`src/rtl/e_variant_sequencer_pkg.sv`:
```
// Shared definitions for the variant sequencer and its downstream checker.
// Latency: none (types, constants and a pure function only).
// Backpressure: not applicable.
// Contents: FSM state encoding, packed result field offsets, variant->expected map.
package e_variant_sequencer_pkg;

  typedef enum logic [1:0] {
    IDLE = 2'd0,
    EMIT = 2'd1,
    HOLD = 2'd2,
    DONE = 2'd3
  } state_t;

  localparam int OUT_W        = 26;
  localparam int VARIANT_LSB  = 0;
  localparam int EXPECTED_LSB = 8;
  localparam int COUNT_LSB    = 16;
  localparam int VALID_BIT    = 24;
  localparam int DONE_BIT     = 25;

  // Matcher contract: code 0 yields 0, any other code v yields v+1 (8-bit wrap).
  function automatic logic [7:0] expected_of(input logic [7:0] variant);
    return (variant == 8'd0) ? 8'd0 : variant + 8'd1;
  endfunction

endpackage

```
`src/rtl/e_variant_sequencer_if.sv`:
```
// Handshake bundle between the variant sequencer and the downstream matcher.
// Latency: none (wires only).
// Backpressure: _i_ready from the matcher stalls the sequencer while valid is high.
// Members: _i_start (run launch), _i_ready (accept), __output (packed 26-bit result).
interface e_variant_sequencer_if;
  logic        _i_start;
  logic        _i_ready;
  logic [25:0] __output;

  modport master (
    input  _i_start,
    input  _i_ready,
    output __output
  );

  modport slave (
    output _i_start,
    output _i_ready,
    input  __output
  );
endinterface

```
`src/rtl/e_expected_lut.sv`:
```
// Combinational variant->expected map, shared with the downstream checker.
// Latency: 0 cycles (pure combinational).
// Backpressure: none.
// Ports: variant (8-bit code in), expected (8-bit matcher result out).
module e_expected_lut
  import e_variant_sequencer_pkg::*;
(
  input  logic [7:0] variant,
  output logic [7:0] expected
);

  assign expected = expected_of(variant);

endmodule

```
`src/rtl/e_variant_sequencer.sv`:
```
// Steps variant codes 0..NUM_VARIANTS-1 to the matcher, tagging each with its expected result.
// Latency: valid rises one cycle after start is sampled; HOLD_CYCLES low cycles after each accept.
// Backpressure: holds code/expected steady with valid high until _i_ready; ready ignored when valid low.
// Ports: _i_clk, _i_rst (sync, active-high), bus (master: _i_start, _i_ready in; __output out).
module e_variant_sequencer
  import e_variant_sequencer_pkg::*;
#(
  parameter int NUM_VARIANTS = 3,
  parameter int HOLD_CYCLES  = 1,
  parameter int REPEAT       = 1
) (
  input  logic             _i_clk,
  input  logic             _i_rst,
  e_variant_sequencer_if.master bus
);

  // Counter holds HOLD_CYCLES-1 at most; keep at least one bit so the
  // declaration stays legal when holding is disabled.
  localparam int          HW        = (HOLD_CYCLES > 1) ? $clog2(HOLD_CYCLES) : 1;
  localparam logic [HW-1:0] HOLD_LOAD = HW'(HOLD_CYCLES - 1);
  localparam logic [7:0]  LAST      = 8'(NUM_VARIANTS - 1);
  localparam logic [7:0]  REPEAT_W  = 8'(REPEAT);

  state_t          state, state_n;
  logic [7:0]      variant, variant_n;
  logic [7:0]      pass_count, pass_n;
  logic [HW-1:0]   hold_cnt, hold_n;
  logic            advance;
  logic [7:0]      expected;
  logic [OUT_W-1:0] out;

  always_ff @(posedge _i_clk) begin
    if (_i_rst) begin
      state      <= IDLE;
      variant    <= 8'd0;
      pass_count <= 8'd0;
      hold_cnt   <= '0;
    end else begin
      state      <= state_n;
      variant    <= variant_n;
      pass_count <= pass_n;
      hold_cnt   <= hold_n;
    end
  end

  always_comb begin
    state_n   = state;
    variant_n = variant;
    pass_n    = pass_count;
    hold_n    = hold_cnt;
    advance   = 1'b0;

    case (state)
      IDLE, DONE: begin
        if (bus._i_start) begin
          state_n   = EMIT;
          variant_n = 8'd0;
          pass_n    = 8'd0;
        end
      end
      EMIT: begin
        if (bus._i_ready) begin
          if (HOLD_CYCLES > 0) begin
            state_n = HOLD;
            hold_n  = HOLD_LOAD;
          end else begin
            advance = 1'b1;
          end
        end
      end
      HOLD: begin
        if (hold_cnt == '0) begin
          advance = 1'b1;
        end else begin
          hold_n = hold_cnt - HW'(1);
        end
      end
      default: state_n = IDLE;
    endcase

    // variant never exceeds LAST, so inequality is enough to detect "not last".
    if (advance) begin
      if (variant != LAST) begin
        variant_n = variant + 8'd1;
        state_n   = EMIT;
      end else begin
        variant_n = 8'd0;
        pass_n    = pass_count + 8'd1;
        state_n   = ((REPEAT != 0) && (pass_n == REPEAT_W)) ? DONE : EMIT;
      end
    end
  end

  e_expected_lut u_lut (
    .variant  (variant),
    .expected (expected)
  );

  always_comb begin
    out                          = '0;
    out[VARIANT_LSB  +: 8]       = variant;
    out[EXPECTED_LSB +: 8]       = expected;
    out[COUNT_LSB    +: 8]       = pass_count;
    out[VALID_BIT]               = (state == EMIT);
    out[DONE_BIT]                = (state == DONE);
  end

  assign bus.__output = out;

endmodule

```
`src/flat_wrapper.sv`:
```
// flat-port wrapper written by rule: the top's interface ports become plain ports
module e_variant_sequencer_flat import e_variant_sequencer_pkg::*;
#(
  parameter int NUM_VARIANTS = 3,
  parameter int HOLD_CYCLES  = 1,
  parameter int REPEAT       = 1
)
  (_i_clk, _i_rst, bus__i_start, bus__i_ready, bus___output);
  e_variant_sequencer_if bus_i ();
  input  logic _i_clk;
  input  logic _i_rst;
  input wire logic [$bits(bus_i._i_start)-1:0] bus__i_start;
  input wire logic [$bits(bus_i._i_ready)-1:0] bus__i_ready;
  output wire logic [$bits(bus_i.__output)-1:0] bus___output;
  assign bus_i._i_start = bus__i_start;
  assign bus_i._i_ready = bus__i_ready;
  assign bus___output = bus_i.__output;
  e_variant_sequencer #(.NUM_VARIANTS(NUM_VARIANTS), .HOLD_CYCLES(HOLD_CYCLES), .REPEAT(REPEAT)) u_core (._i_clk(_i_clk), ._i_rst(_i_rst), .bus(bus_i));
endmodule
```
`config.mk`:
```
export PLATFORM = sky130hd
export DESIGN_NAME = e_variant_sequencer_flat
export DESIGN_NICKNAME = d
export VERILOG_FILES = /design/src/rtl/e_variant_sequencer_pkg.sv /design/src/rtl/e_variant_sequencer_if.sv /design/src/rtl/e_expected_lut.sv /design/src/rtl/e_variant_sequencer.sv /design/src/flat_wrapper.sv
export SDC_FILE = /design/constraint.sdc
export NUM_CORES = 1
export LEC_CHECK = 0
export BUFFER_PORTS_ARGS = -buffer_cell sky130_fd_sc_hd__buf_2
export CAP_MARGIN = 20
export CORE_MARGIN = 3
export CORE_UTILIZATION = 40
export DETAILED_ROUTE_END_ITERATION = 8
export GPL_TIMING_DRIVEN = 0
export PLACE_DENSITY = 0.71
export SETUP_SLACK_MARGIN = 0.4
export SLEW_MARGIN = 20
export SYNTH_ARGS = -nofsm -noshare
export SYNTH_HDL_FRONTEND = slang
export SYNTH_SLANG_ARGS = --single-unit
```
`constraint.sdc`:
```
create_clock -name _i_clk -period 1.8 [get_ports _i_clk]
set_clock_uncertainty 0.2 [all_clocks]
set_input_delay 0.27 -clock _i_clk [delete_from_list [all_inputs] [get_ports _i_clk]]
set_output_delay 0.27 -clock _i_clk [all_outputs]
set_load 0.01 [all_outputs]
```
==> metrics, run 1 <==
status=finished, violations left; violations in the final reports=negative setup slack; max-slew violations=0; total net switching power=636.4 uW; Die Span Y=60.20 um; register bit total from synthesis=18; critical path's most frequent cell=sky130_fd_sc_hd__and3_4; antenna cell count=0; depth of the worst register-to-register path=6; Net Sw Frac=0.3806; Synth Instances=141; total congestion overflow=0; setup slack of the worst register-to-register path=-0.14 ns; wire length of the first global-routing pass=5568 um; detailed-route wire length=3687 um; launch instance of the worst register-to-register path=u_core.variant[4]; worst hold-check path type=input pin to flop; Synth area leaders=sky130_fd_sc_hd__dfxtp_1, sky130_fd_sc_hd__ha_1, sky130_fd_sc_hd__nor2_1; Avg Vias per Cell=5.539; worst relative slew slack=0.6274; all-layer global routing usage=0.2056; MaxCap Viol Count=0; max incr delay on CP=0.38 ns; type of destination of the critical path=output port; Wirelength per Cell=16.03 um; Int Pwr=1.035 mW; unrepaired setup endpoints after global routing=true; Final HPWL DP=2064 um; Clock transition at path regs=0.11 ns; count of routing violations after the opening detailed-route iteration=74; share of synthesized flip-flops with an asynchronous set or reset=0; vias in the first global route=1233; Chip Width=60.20 um; Min-Delay Path Depth=2; number of nets in the layout=213; Crit Path Category=flop to output port; Placement Setup Slack=-0.1256 ns; Site Rows=19; total power consumption of the routed design=1.672 mW; warnings from Yosys=0; Total Die Area=3623 um^2; Clock power frac=0.160; average size of a mapped cell=8.332 um^2; most frequent cells after synthesis=sky130_fd_sc_hd__dfxtp_1, sky130_fd_sc_hd__nor2_1, sky130_fd_sc_hd__a21oi_1; crit share post-route=1.122; clock tree from TritonCTS=yes; largest area contributor in the netlist=sky130_fd_sc_hd__dfxtp_1; number of nets with antenna violations after detailed routing=0; endpoint of the worst hold path=u_core.state[1]; share of the yosys chip area belonging to registers=0.3067; maximum fanout count along the critical path=3; post-synthesis instance area=1175 um^2; count of endpoints failing setup in the final report=18; beginning of the worst hold path=_i_rst; PortBufs=28; Cell Chain, Critical Path=and3_4 -> and3_4 -> and3_4 -> xor2_2 -> buf_2; relative contribution of sequential cells to total power=0.284; data arrival time of the critical path=1.55 ns; via count=1274; filler cell count in the final layout=200; antenna violations before repair=0; io pins=30; Cell Pwr Density=851.1 nW/um^2; total DRC errors in the routed layout=0; initial standard-cell utilization of the core=0.4224; LEAKAGE=0.8764 nW; share of cells above drive strength 1=0.6080; count of flip-flops with a built-in enable after synthesis=0; number of buffers created by CTS=3; predominant post-synthesis flop cell=sky130_fd_sc_hd__dfxtp_1; area share of the largest cell type after synthesis=0.3067; required time of the critical path=1.33 ns; CTS H-Tree Depth=1; post-route setup TNS=-1.836 ns; number of nets in the synthesized netlist=154; layout overhead on the synthesized area=67.20%; Longest Clk Path Bufs=2; upper clock frequency limit=0.4953 GHz; maximum vdd drop=0.8258 mV; largest net degree at the start of global routing=11; clock sinks=18; Logic pwr share=0.556; post-detailed-placement cell area=1453 um^2; Startpoint Class=flop; setup slack after layout=-0.2191 ns; total count of hold-check failures in the final report=0; final critical path time including I/O delays and setup=2.019 ns; clock latency of the later-clocked register in the worst-skew pair=0.31 ns; actual transition at the worst max-transition pin=0.5589 ns; final core utilization=0.7063; Reg-to-Reg End=u_core.pass_count[3]; Final Instance Area=1964 um^2; core area=2781 um^2; gpl congestion=0.8675; Clock Tree Root=sky130_fd_sc_hd__clkbuf_4; Synth cell types=40; Slowest cell on crit path=sky130_fd_sc_hd__dfxtp_4; first drt pass iteration count=4
-- final cells by class --
class / instances / area [um^2] / share of cell area
clock buffer: 4 / 36.28 / 0.01847
inverter: 10 / 42.54 / 0.02166
tap: 31 / 38.79 / 0.01975
multi-input combinational: 110 / 1027 / 0.5229
buffer: 3 / 18.77 / 0.009554
sequential: 18 / 404.1 / 0.2057
timing repair buffer: 54 / 396.6 / 0.2019
-- worst max-delay path, delay by kind of cell, from the launching register on --
family	cells	cell delay, ns
xor+xnor	1	0.14
simple gates	3	0.56
buf+inv	1	0.15
flops	1	0.38
-- cells in the final DEF, fill, tap and decap left out, types with 5 or more instances in the layout --
cell type,instances
sky130_fd_sc_hd__dfxtp_4,9
sky130_fd_sc_hd__buf_2,25
sky130_fd_sc_hd__dfxtp_2,8
sky130_fd_sc_hd__a21oi_1,9
sky130_fd_sc_hd__buf_6,12
sky130_fd_sc_hd__ha_4,6
sky130_fd_sc_hd__and3_4,5
sky130_fd_sc_hd__buf_4,17
sky130_fd_sc_hd__nor2_1,15
sky130_fd_sc_hd__inv_1,7
-- registers in the layout, summed over array words and instances (netlist names) --
name,flops
u_core.pass_count,8
u_core.variant,8
u_core.state,2
-- kinds of logic after synthesis --
kind of cell / share of synthesized area
xor+xnor: 0.05218
simple gates: 0.2950
mux: 0.01810
compound gates: 0.1842
fa+ha+maj: 0.09585
buf+inv: 0.04792
flops: 0.3067
-- power by group through the flow --
stage / clock network, mW / registers [mW] / logic [mW]
after floorplan: 0 / 0.488 / 0.367
after global placement: 0 / 0.491 / 0.453
after detailed placement: 0 / 0.493 / 0.471
after CTS: 0.266 / 0.474 / 0.774
after global routing: 0.294 / 0.477 / 0.999
final: 0.268 / 0.475 / 0.929
-- worst max-delay path by stage --
stage          cells past startpoint              start                   end  slack (ns)
6_report                           5  u_core.variant[1]      bus___output[15]       -0.22
5_1_grt                            5  u_core.variant[1]      bus___output[15]       -0.28
3_3_place_gp                       6    u_core.state[1]     u_core.variant[5]       -0.11
2_1_floorplan                      5  u_core.variant[7]  u_core.pass_count[3]        0.02
3_5_place_dp                       5  u_core.variant[7]  u_core.pass_count[3]       -0.13
4_1_cts                            5  u_core.variant[1]      bus___output[15]       -0.21
-- metal layers --
| layer | wire, um | global-route usage | share of wire |
|---|---|---|---|
| met4 | 40 | 0.06962 | 0.011 |
| met2 | 2100 | 0.3673 | 0.57 |
| met1 | 1401 | 0.2332 | 0.38 |
| met5 | 0 | 0 | 0 |
| met3 | 145 | 0.05400 | 0.039 |
-- per-stage QoR --
step	std cells	hold WS (ns)
floorplan	141	0.3211
global placement	200	0.3041
detailed placement	200	0.3130
CTS	222	0.1795
global route	230	0.1840
finish	230	0.1920
-- repair_timing --
item / CTS / global route
cloned: 0 / 0
hold endpoints to repair: 0 / 0
pin swaps: 22 / 10
resized for setup: 43 / 24
setup endpoints to repair: 32 / 36
buffers inserted: 18 / 8
hold buffers: 0 / 0
Note: power is estimated with default switching activity, not from simulation.
==> run 2, diff against run 1 <==
==> constraint.sdc (replaced) <==
create_clock -name _i_clk -period 1.85 [get_ports _i_clk]
set_clock_uncertainty 0.2 [all_clocks]
set_input_delay 0.2775 -clock _i_clk [delete_from_list [all_inputs] [get_ports _i_clk]]
set_output_delay 0.2775 -clock _i_clk [all_outputs]
set_load 0.01 [all_outputs]
==> metrics, run 2 (synthesis gave the netlist of run 1 again) <==
status=finished, violations left (unchanged); violations in the final reports=negative setup slack (unchanged); setup slack after layout=-0.2151 ns (was -0.2191 ns); post-detailed-placement cell area=1453 um^2 (unchanged); Crit Path Category=flop to output port (unchanged); via count=1274 (unchanged); fraction of met2 tracks used by global routing=0.3627 (was 0.3673); total area of sequential cells=395.4 um^2 (was 404.1 um^2); required time of the critical path=1.37 ns (was 1.33 ns); critical path's most frequent cell=sky130_fd_sc_hd__and3_4 (unchanged); CTS H-Tree Depth=1 (unchanged); clock tree from TritonCTS=yes (unchanged); vias in the first global route=1238 (was 1233); Clock power frac=0.174 (was 0.160); Placement Setup Slack=-0.07964 ns (was -0.1256 ns); number of nets with antenna violations after detailed routing=0 (unchanged); clock latency of the later-clocked register in the worst-skew pair=0.30 ns (was 0.31 ns); leading cell type in the layout, fill and taps excluded=sky130_fd_sc_hd__buf_2 (unchanged); max-slew violations=0 (unchanged); met3 Resource Use GR=0.04968 (was 0.05400); worst hold-check slack=0.2163 ns (was 0.1920 ns); Cell Chain, Critical Path=and3_4 -> and3_4 -> and3_4 -> xor2_2 -> buf_2 (unchanged); Chip Width=60.20 um (unchanged); Slowest cell on crit path=sky130_fd_sc_hd__dfxtp_4 (unchanged); worst relative slew slack=0.6422 (was 0.6274); Clock transition at path regs=0.11 ns (about the same); io pins=30 (unchanged); layout overhead on the synthesized area=70.07% (was 67.20%); Longest Clk Path Bufs=2 (unchanged); maximum fanout count along the critical path=4 (was 3); combined area of the multi-input logic cells=1005 um^2 (was 1027 um^2); detailed-route wire length=3725 um (was 3687 um); met1 track demand over resource in global routing=0.2319 (was 0.2332); share of cells above drive strength 1=0.5792 (was 0.6080); number of buffers created by CTS=3 (unchanged); Cell Pwr Density=731.5 nW/um^2 (was 851.1 nW/um^2); Clock Tree Root=sky130_fd_sc_hd__clkbuf_4 (unchanged); Avg Vias per Cell=5.468 (was 5.539); Logic pwr share=0.504 (was 0.556); filler cell count in the final layout=194 (was 200); first drt pass iteration count=4 (unchanged); total congestion overflow=0 (unchanged); core area=2781 um^2 (unchanged); GRT Max-Usage Layer=met2 (unchanged); LEAKAGE=0.8957 nW (was 0.8764 nW); PortBufs=28 (unchanged); count of endpoints failing setup in the final report=23 (was 18); Die Span Y=60.20 um (unchanged); final critical path time including I/O delays and setup=2.065 ns; data arrival time of the critical path=1.59 ns (was 1.55 ns); largest net degree at the start of global routing=11 (unchanged); total DRC errors in the routed layout=0 (unchanged); maximum vdd drop=0.7020 mV (was 0.8258 mV); Int Pwr=906.2 uW (was 1.035 mW); MaxCap Viol Count=0 (unchanged); Net Sw Frac=0.3800 (was 0.3806); actual transition at the worst max-transition pin=0.5366 ns (was 0.5589 ns); clock sinks=18 (unchanged); Site Rows=19 (unchanged); gpl congestion=0.8784 (was 0.8675); Total Die Area=3623 um^2 (unchanged); max incr delay on CP=0.38 ns (about the same); antenna cell count=0 (unchanged); most used cells in the layout excluding fill and tap cells=sky130_fd_sc_hd__buf_2, sky130_fd_sc_hd__buf_4, sky130_fd_sc_hd__buf_6 (was sky130_fd_sc_hd__buf_2, sky130_fd_sc_hd__buf_4, sky130_fd_sc_hd__nor2_1); count of routing violations after the opening detailed-route iteration=36 (was 74); number of nets in the layout=216 (was 213); Startpoint Class=flop (unchanged); unrepaired setup endpoints after global routing=true (unchanged); Final Instance Area=1998 um^2 (was 1964 um^2); crit share post-route=1.116; total count of hold-check failures in the final report=0 (unchanged); initial standard-cell utilization of the core=0.4224 (unchanged); Final HPWL DP=2053 um (was 2064 um); leading registers by flop count=u_core.pass_count x8, u_core.variant x8, u_core.state x2 (unchanged); all-layer global routing usage=0.1994 (was 0.2056); total net switching power=555.4 uW (was 636.4 uW); antenna violations before repair=0 (unchanged); type of destination of the critical path=output port (unchanged); worst hold-check path type=input pin to flop (unchanged); Wirelength per Cell=15.99 um (was 16.03 um); relative contribution of sequential cells to total power=0.322 (was 0.284); upper clock frequency limit=0.4842 GHz; setup slack of the worst register-to-register path=-0.19 ns (was -0.14 ns); wire length of the first global-routing pass=5506 um (was 5568 um)
-- run 2: cell types whose count changed in the layout (fill, tap and decap cells not counted), sizes merged --
cell / previous run / this run
buf: 56 / 59
-- run 2: final timing paths --
path / from / endpoint / cells past startpoint
max: u_core.variant[0] / bus___output[15] / 5
max reg2reg: u_core.variant[4] / u_core.pass_count[6] / 7
min: _i_rst / u_core.pass_count[3] / 2
min reg2reg: u_core.pass_count[5] / u_core.pass_count[5] / 2
-- run 2: worst max-delay path: cells and delay by family, from the launching register on --
| family | cells | cell delay (ns) |
|---|---|---|
| flops | 1 | 0.38 |
| xor+xnor | 1 | 0.17 |
| simple gates | 3 | 0.58 |
| buf+inv | 1 | 0.16 |
-- run 2: per-layer routing --
metal,vias to the layer above,part of all wire
li1,621,-
met1,605,0.39
met2,36,0.54
met3,12,0.040
met4,0,0.026
met5,-,0
-- run 2: power by group through the flow --
stage	Clock [mW]	Sequential (mW)	Combinational, mW
global placement	0	0.478	0.440
finish	0.254	0.471	0.737
global route	0.273	0.474	0.793
CTS	0.260	0.471	0.658
detailed placement	0	0.480	0.459
floorplan	0	0.475	0.357
-- run 2: per-stage QoR --
| step | TNS [ns] | util | instances | total power [mW] |
|---|---|---|---|---|
| global route | -3.927 | 0.7184 | 233 | 1.540 |
| detailed placement | -0.2676 | 0.5223 | 200 | 0.9388 |
| floorplan | 0 | - | 141 | 0.8316 |
| CTS | -1.565 | 0.6604 | 226 | 1.389 |
| finish | -2.406 | 0.7184 | 233 | 1.462 |
| global placement | -0.1341 | 0.5223 | 200 | 0.9183 |
-- run 2: cell type report --
cell class | instances | share of cell area
Timing Repair Buffer | 57 | 0.2323
Clock buffer | 4 | 0.01816
Inverter | 10 | 0.02004
Multi-Input combinational cell | 110 | 0.5028
Buffer | 3 | 0.009393
Tap cell | 31 | 0.01941
Sequential cell | 18 | 0.1979
-- run 2: what timing repair did --
item | in CTS | in global routing
setup buffers | 22 | 6
cloned | 0 | 1
hold buffers | 0 | 0
pin swaps | 19 | 16
resized for setup | 35 | 28
setup endpoints to repair | 28 | 38
==> run 3, diff against run 2 <==
--- a/config.mk
+++ b/config.mk
@@ -5,6 +5,7 @@
 export SDC_FILE = /design/constraint.sdc
 export NUM_CORES = 1
 export LEC_CHECK = 0
+export ABC_AREA = 1
 export BUFFER_PORTS_ARGS = -buffer_cell sky130_fd_sc_hd__buf_2
 export CAP_MARGIN = 20
 export CORE_MARGIN = 3
==> metrics, run 3 <==
status=finished, violations left (unchanged); violations in the final reports=negative setup slack (unchanged); simple-gate share of the synthesized area=0.3355 (was 0.2950); total congestion overflow=0 (unchanged); Final Instance Area=2039 um^2 (was 1998 um^2); post-synthesis share of cell area spent on full adders, half adders and majority gates=0.09585 (unchanged); dominant combinational cell family by area after synthesis=simple AND/OR/NAND/NOR gates (unchanged); Clock Tree Root=sky130_fd_sc_hd__clkbuf_4 (unchanged); depth of the worst register-to-register path=11 (was 7); all-layer global routing usage=0.1966 (was 0.1994); unrepaired setup endpoints after global routing=true (unchanged); antenna cell count=0 (unchanged); beginning of the worst hold path=_i_rst (unchanged); met3 Resource Use GR=0.04320 (was 0.04968); setup slack after layout=-0.05984 ns (was -0.2151 ns); initial standard-cell utilization of the core=0.4224 (unchanged); clock sinks=18 (unchanged); Placement Setup Slack=0.2279 ns (was -0.07964 ns); Clock transition at path regs=0.12 ns (was 0.11 ns); proportion of synthesized area in mux cells=0 (was 0.01810); Die Span Y=60.20 um (unchanged); MaxCap Viol Count=0 (unchanged); Chip Width=60.20 um (unchanged); count of routing violations after the opening detailed-route iteration=90 (was 36); total count of hold-check failures in the final report=0 (unchanged); met1 track demand over resource in global routing=0.2587 (was 0.2319); LEAKAGE=0.9479 nW (was 0.8957 nW); fraction of met2 tracks used by global routing=0.3256 (was 0.3627); Largest delay share family, worst path=flip-flops (was simple AND/OR/NAND/NOR gates); PortBufs=28 (unchanged); Crit Path Category=flop to output port (unchanged); filler cell count in the final layout=200 (was 194); post-detailed-placement cell area=1391 um^2 (was 1453 um^2); CTS hold repair buffers=0 (unchanged); share of cells above drive strength 1=0.6017 (was 0.5792); CTS H-Tree Depth=1 (unchanged); GRT Max-Usage Layer=met2 (unchanged); largest area contributor in the netlist=sky130_fd_sc_hd__dfxtp_1 (unchanged); maximum fanout count along the critical path=4 (unchanged); number of nets with antenna violations after detailed routing=0 (unchanged); max incr delay on CP=0.41 ns (was 0.38 ns); antenna violations before repair=0 (unchanged); Synth Area in XOR/XNOR=0.02236 (was 0.05218); Reg-to-Reg End=u_core.variant[7] (was u_core.pass_count[6]); total DRC errors in the routed layout=0 (unchanged); total power consumption of the routed design=1.558 mW (was 1.462 mW); required time of the critical path=1.37 ns (about the same); number of buffers created by CTS=3 (unchanged); worst hold-check path type=input pin to flop (unchanged); Longest Clk Path Bufs=2 (unchanged); Cell Chain, Critical Path=inv_4 -> buf_4 -> ha_4 -> inv_1 -> nor2_1 -> buf_2 (was and3_4 -> and3_4 -> and3_4 -> xor2_2 -> buf_2); maximum vdd drop=0.7555 mV (was 0.7020 mV); upper clock frequency limit=0.5236 GHz (was 0.4842 GHz); clock latency of the later-clocked register in the worst-skew pair=0.31 ns (was 0.30 ns); launch instance of the worst register-to-register path=u_core.variant[1] (was u_core.variant[4]); worst hold-check slack=0.1348 ns (was 0.2163 ns); core area=2781 um^2 (unchanged); share of synthesized flip-flops with an asynchronous set or reset=0 (unchanged); vias in the first global route=1160 (was 1238); Synth area leaders=sky130_fd_sc_hd__dfxtp_1, sky130_fd_sc_hd__nand2_1, sky130_fd_sc_hd__ha_1 (was sky130_fd_sc_hd__dfxtp_1, sky130_fd_sc_hd__ha_1, sky130_fd_sc_hd__nor2_1); io pins=30 (unchanged); warnings from Yosys=0 (unchanged); number of nets in the layout=245 (was 216); register bit total from synthesis=18 (unchanged); first drt pass iteration count=4 (unchanged); post-synthesis instance area=1175 um^2 (unchanged); Cell Pwr Density=763.9 nW/um^2 (was 731.5 nW/um^2); data arrival time of the critical path=1.43 ns (was 1.59 ns); Min-Delay Path Depth=2 (unchanged); max-slew violations=0 (unchanged); wire length of the first global-routing pass=5451 um (was 5506 um); gpl congestion=0.7869 (was 0.8784); via count=1339 (was 1274); crit share post-route=1.032 (was 1.116); layout overhead on the synthesized area=73.59% (was 70.07%); Startpoint Class=flop (unchanged); worst relative slew slack=0.6478 (was 0.6422); leading registers by flop count=u_core.pass_count x8, u_core.variant x8, u_core.state x2 (unchanged); detailed-route wire length=3702 um (was 3725 um); count of endpoints failing setup in the final report=6 (was 23); final critical path time including I/O delays and setup=1.910 ns (was 2.065 ns); Synth Instances=175 (was 141); actual transition at the worst max-transition pin=0.5270 ns (was 0.5366 ns); Compound-Gate Fraction of Synth Area=0.1619 (was 0.1842); Synth cell types=25 (was 40); type of destination of the critical path=output port (unchanged); Final HPWL DP=1879 um (was 2053 um); Site Rows=19 (unchanged); leading cell type in the layout, fill and taps excluded=sky130_fd_sc_hd__nand2_1 (was sky130_fd_sc_hd__buf_2); setup slack of the worst register-to-register path=0.02 ns (was -0.19 ns); most frequent cells after synthesis=sky130_fd_sc_hd__nand2_1, sky130_fd_sc_hd__nor2_1, sky130_fd_sc_hd__inv_1 (was sky130_fd_sc_hd__dfxtp_1, sky130_fd_sc_hd__nor2_1, sky130_fd_sc_hd__a21oi_1); share of the yosys chip area belonging to registers=0.3067 (unchanged); most used cells in the layout excluding fill and tap cells=sky130_fd_sc_hd__nand2_1, sky130_fd_sc_hd__buf_2, sky130_fd_sc_hd__nor2_1 (was sky130_fd_sc_hd__buf_2, sky130_fd_sc_hd__buf_4, sky130_fd_sc_hd__buf_6); Total Die Area=3623 um^2 (unchanged); average size of a mapped cell=6.714 um^2 (was 8.332 um^2); endpoint of the worst hold path=u_core.variant[2] (was u_core.pass_count[3]); area share of the largest cell type after synthesis=0.3067 (unchanged); clock tree from TritonCTS=yes (unchanged); predominant post-synthesis flop cell=sky130_fd_sc_hd__dfxtp_1 (unchanged); cell with the most instances after synthesis=sky130_fd_sc_hd__nand2_1; Slowest cell on crit path=sky130_fd_sc_hd__dfxtp_4 (unchanged); number of nets in the synthesized netlist=188 (was 154); count of flip-flops with a built-in enable after synthesis=0 (unchanged); largest net degree at the start of global routing=11 (unchanged); CP bufs+invs=4 (was 1); Wirelength per Cell=14.13 um (was 15.99 um); Avg Vias per Cell=5.111 (was 5.468)
-- run 3: worst register-to-register path: cells and delay by family, from the launching register on --
kind | cells | cell delay [ns]
buf+inv | 5 | 0.55
simple gates | 5 | 0.51
compound gates | 1 | 0.06
flops | 1 | 0.41
-- run 3: cell type report --
type,count,area (um^2),area share
buffer,1,5.005,0.002454
clock buffer,4,26.28,0.01288
inverter,23,113.9,0.05583
multi-input combinational,133,1084,0.5313
sequential,18,391.6,0.1920
tap,31,38.79,0.01902
timing repair buffer,52,380.4,0.1865
-- run 3: where the power goes --
part           internal, mW  switching, mW
registers             0.425         0.0679
clock network        0.0842          0.138
logic                 0.398          0.444
total                 0.908          0.650
-- run 3: logic make-up (layout without fill, tap and decap cells) --
group | count (synthesis) | after routing
simple gates | 86 | 86
compound gates | 35 | 35
buf+inv | 24 | 80
flops | 18 | 18
fa+ha+maj | 9 | 9
xor+xnor | 3 | 3
-- run 3: metal layers --
metal | routed length, um | vias up
met5 | 0 | -
met4 | 38 | 0
met1 | 1556 | 619
met2 | 1913 | 38
met3 | 194 | 6
li1 | - | 676
-- run 3: worst max path at each step --
stage,startpoint,slack (ns),end,cells past startpoint
floorplan,u_core.variant[0],0.38,u_core.variant[7],7
detailed placement,u_core.variant[1],0.23,bus___output[15],8
global placement,u_core.variant[1],0.21,bus___output[15],8
finish,u_core.variant[1],-0.06,bus___output[9],6
CTS,u_core.variant[0],-0.01,bus___output[15],8
global route,u_core.variant[1],-0.12,bus___output[9],6
-- run 3: timing repair --
action | CTS | global route
setup buffers | 19 | 5
endpoints found under the setup margin | 28 | 33
pin swaps | 21 | 26
gates resized for setup | 60 | 56
hold endpoints to repair | 0 | 0
-- run 3: stage by stage --
| stage | TNS [ns] | utilization | cells |
|---|---|---|---|
| after floorplan | 0 | - | 175 |
| after global placement | 0 | 0.5002 | 234 |
| after detailed placement | 0 | 0.5002 | 234 |
| after CTS | -0.01352 | 0.6446 | 257 |
| after global routing | -0.6493 | 0.7332 | 262 |
| final | -0.1484 | 0.7332 | 262 |
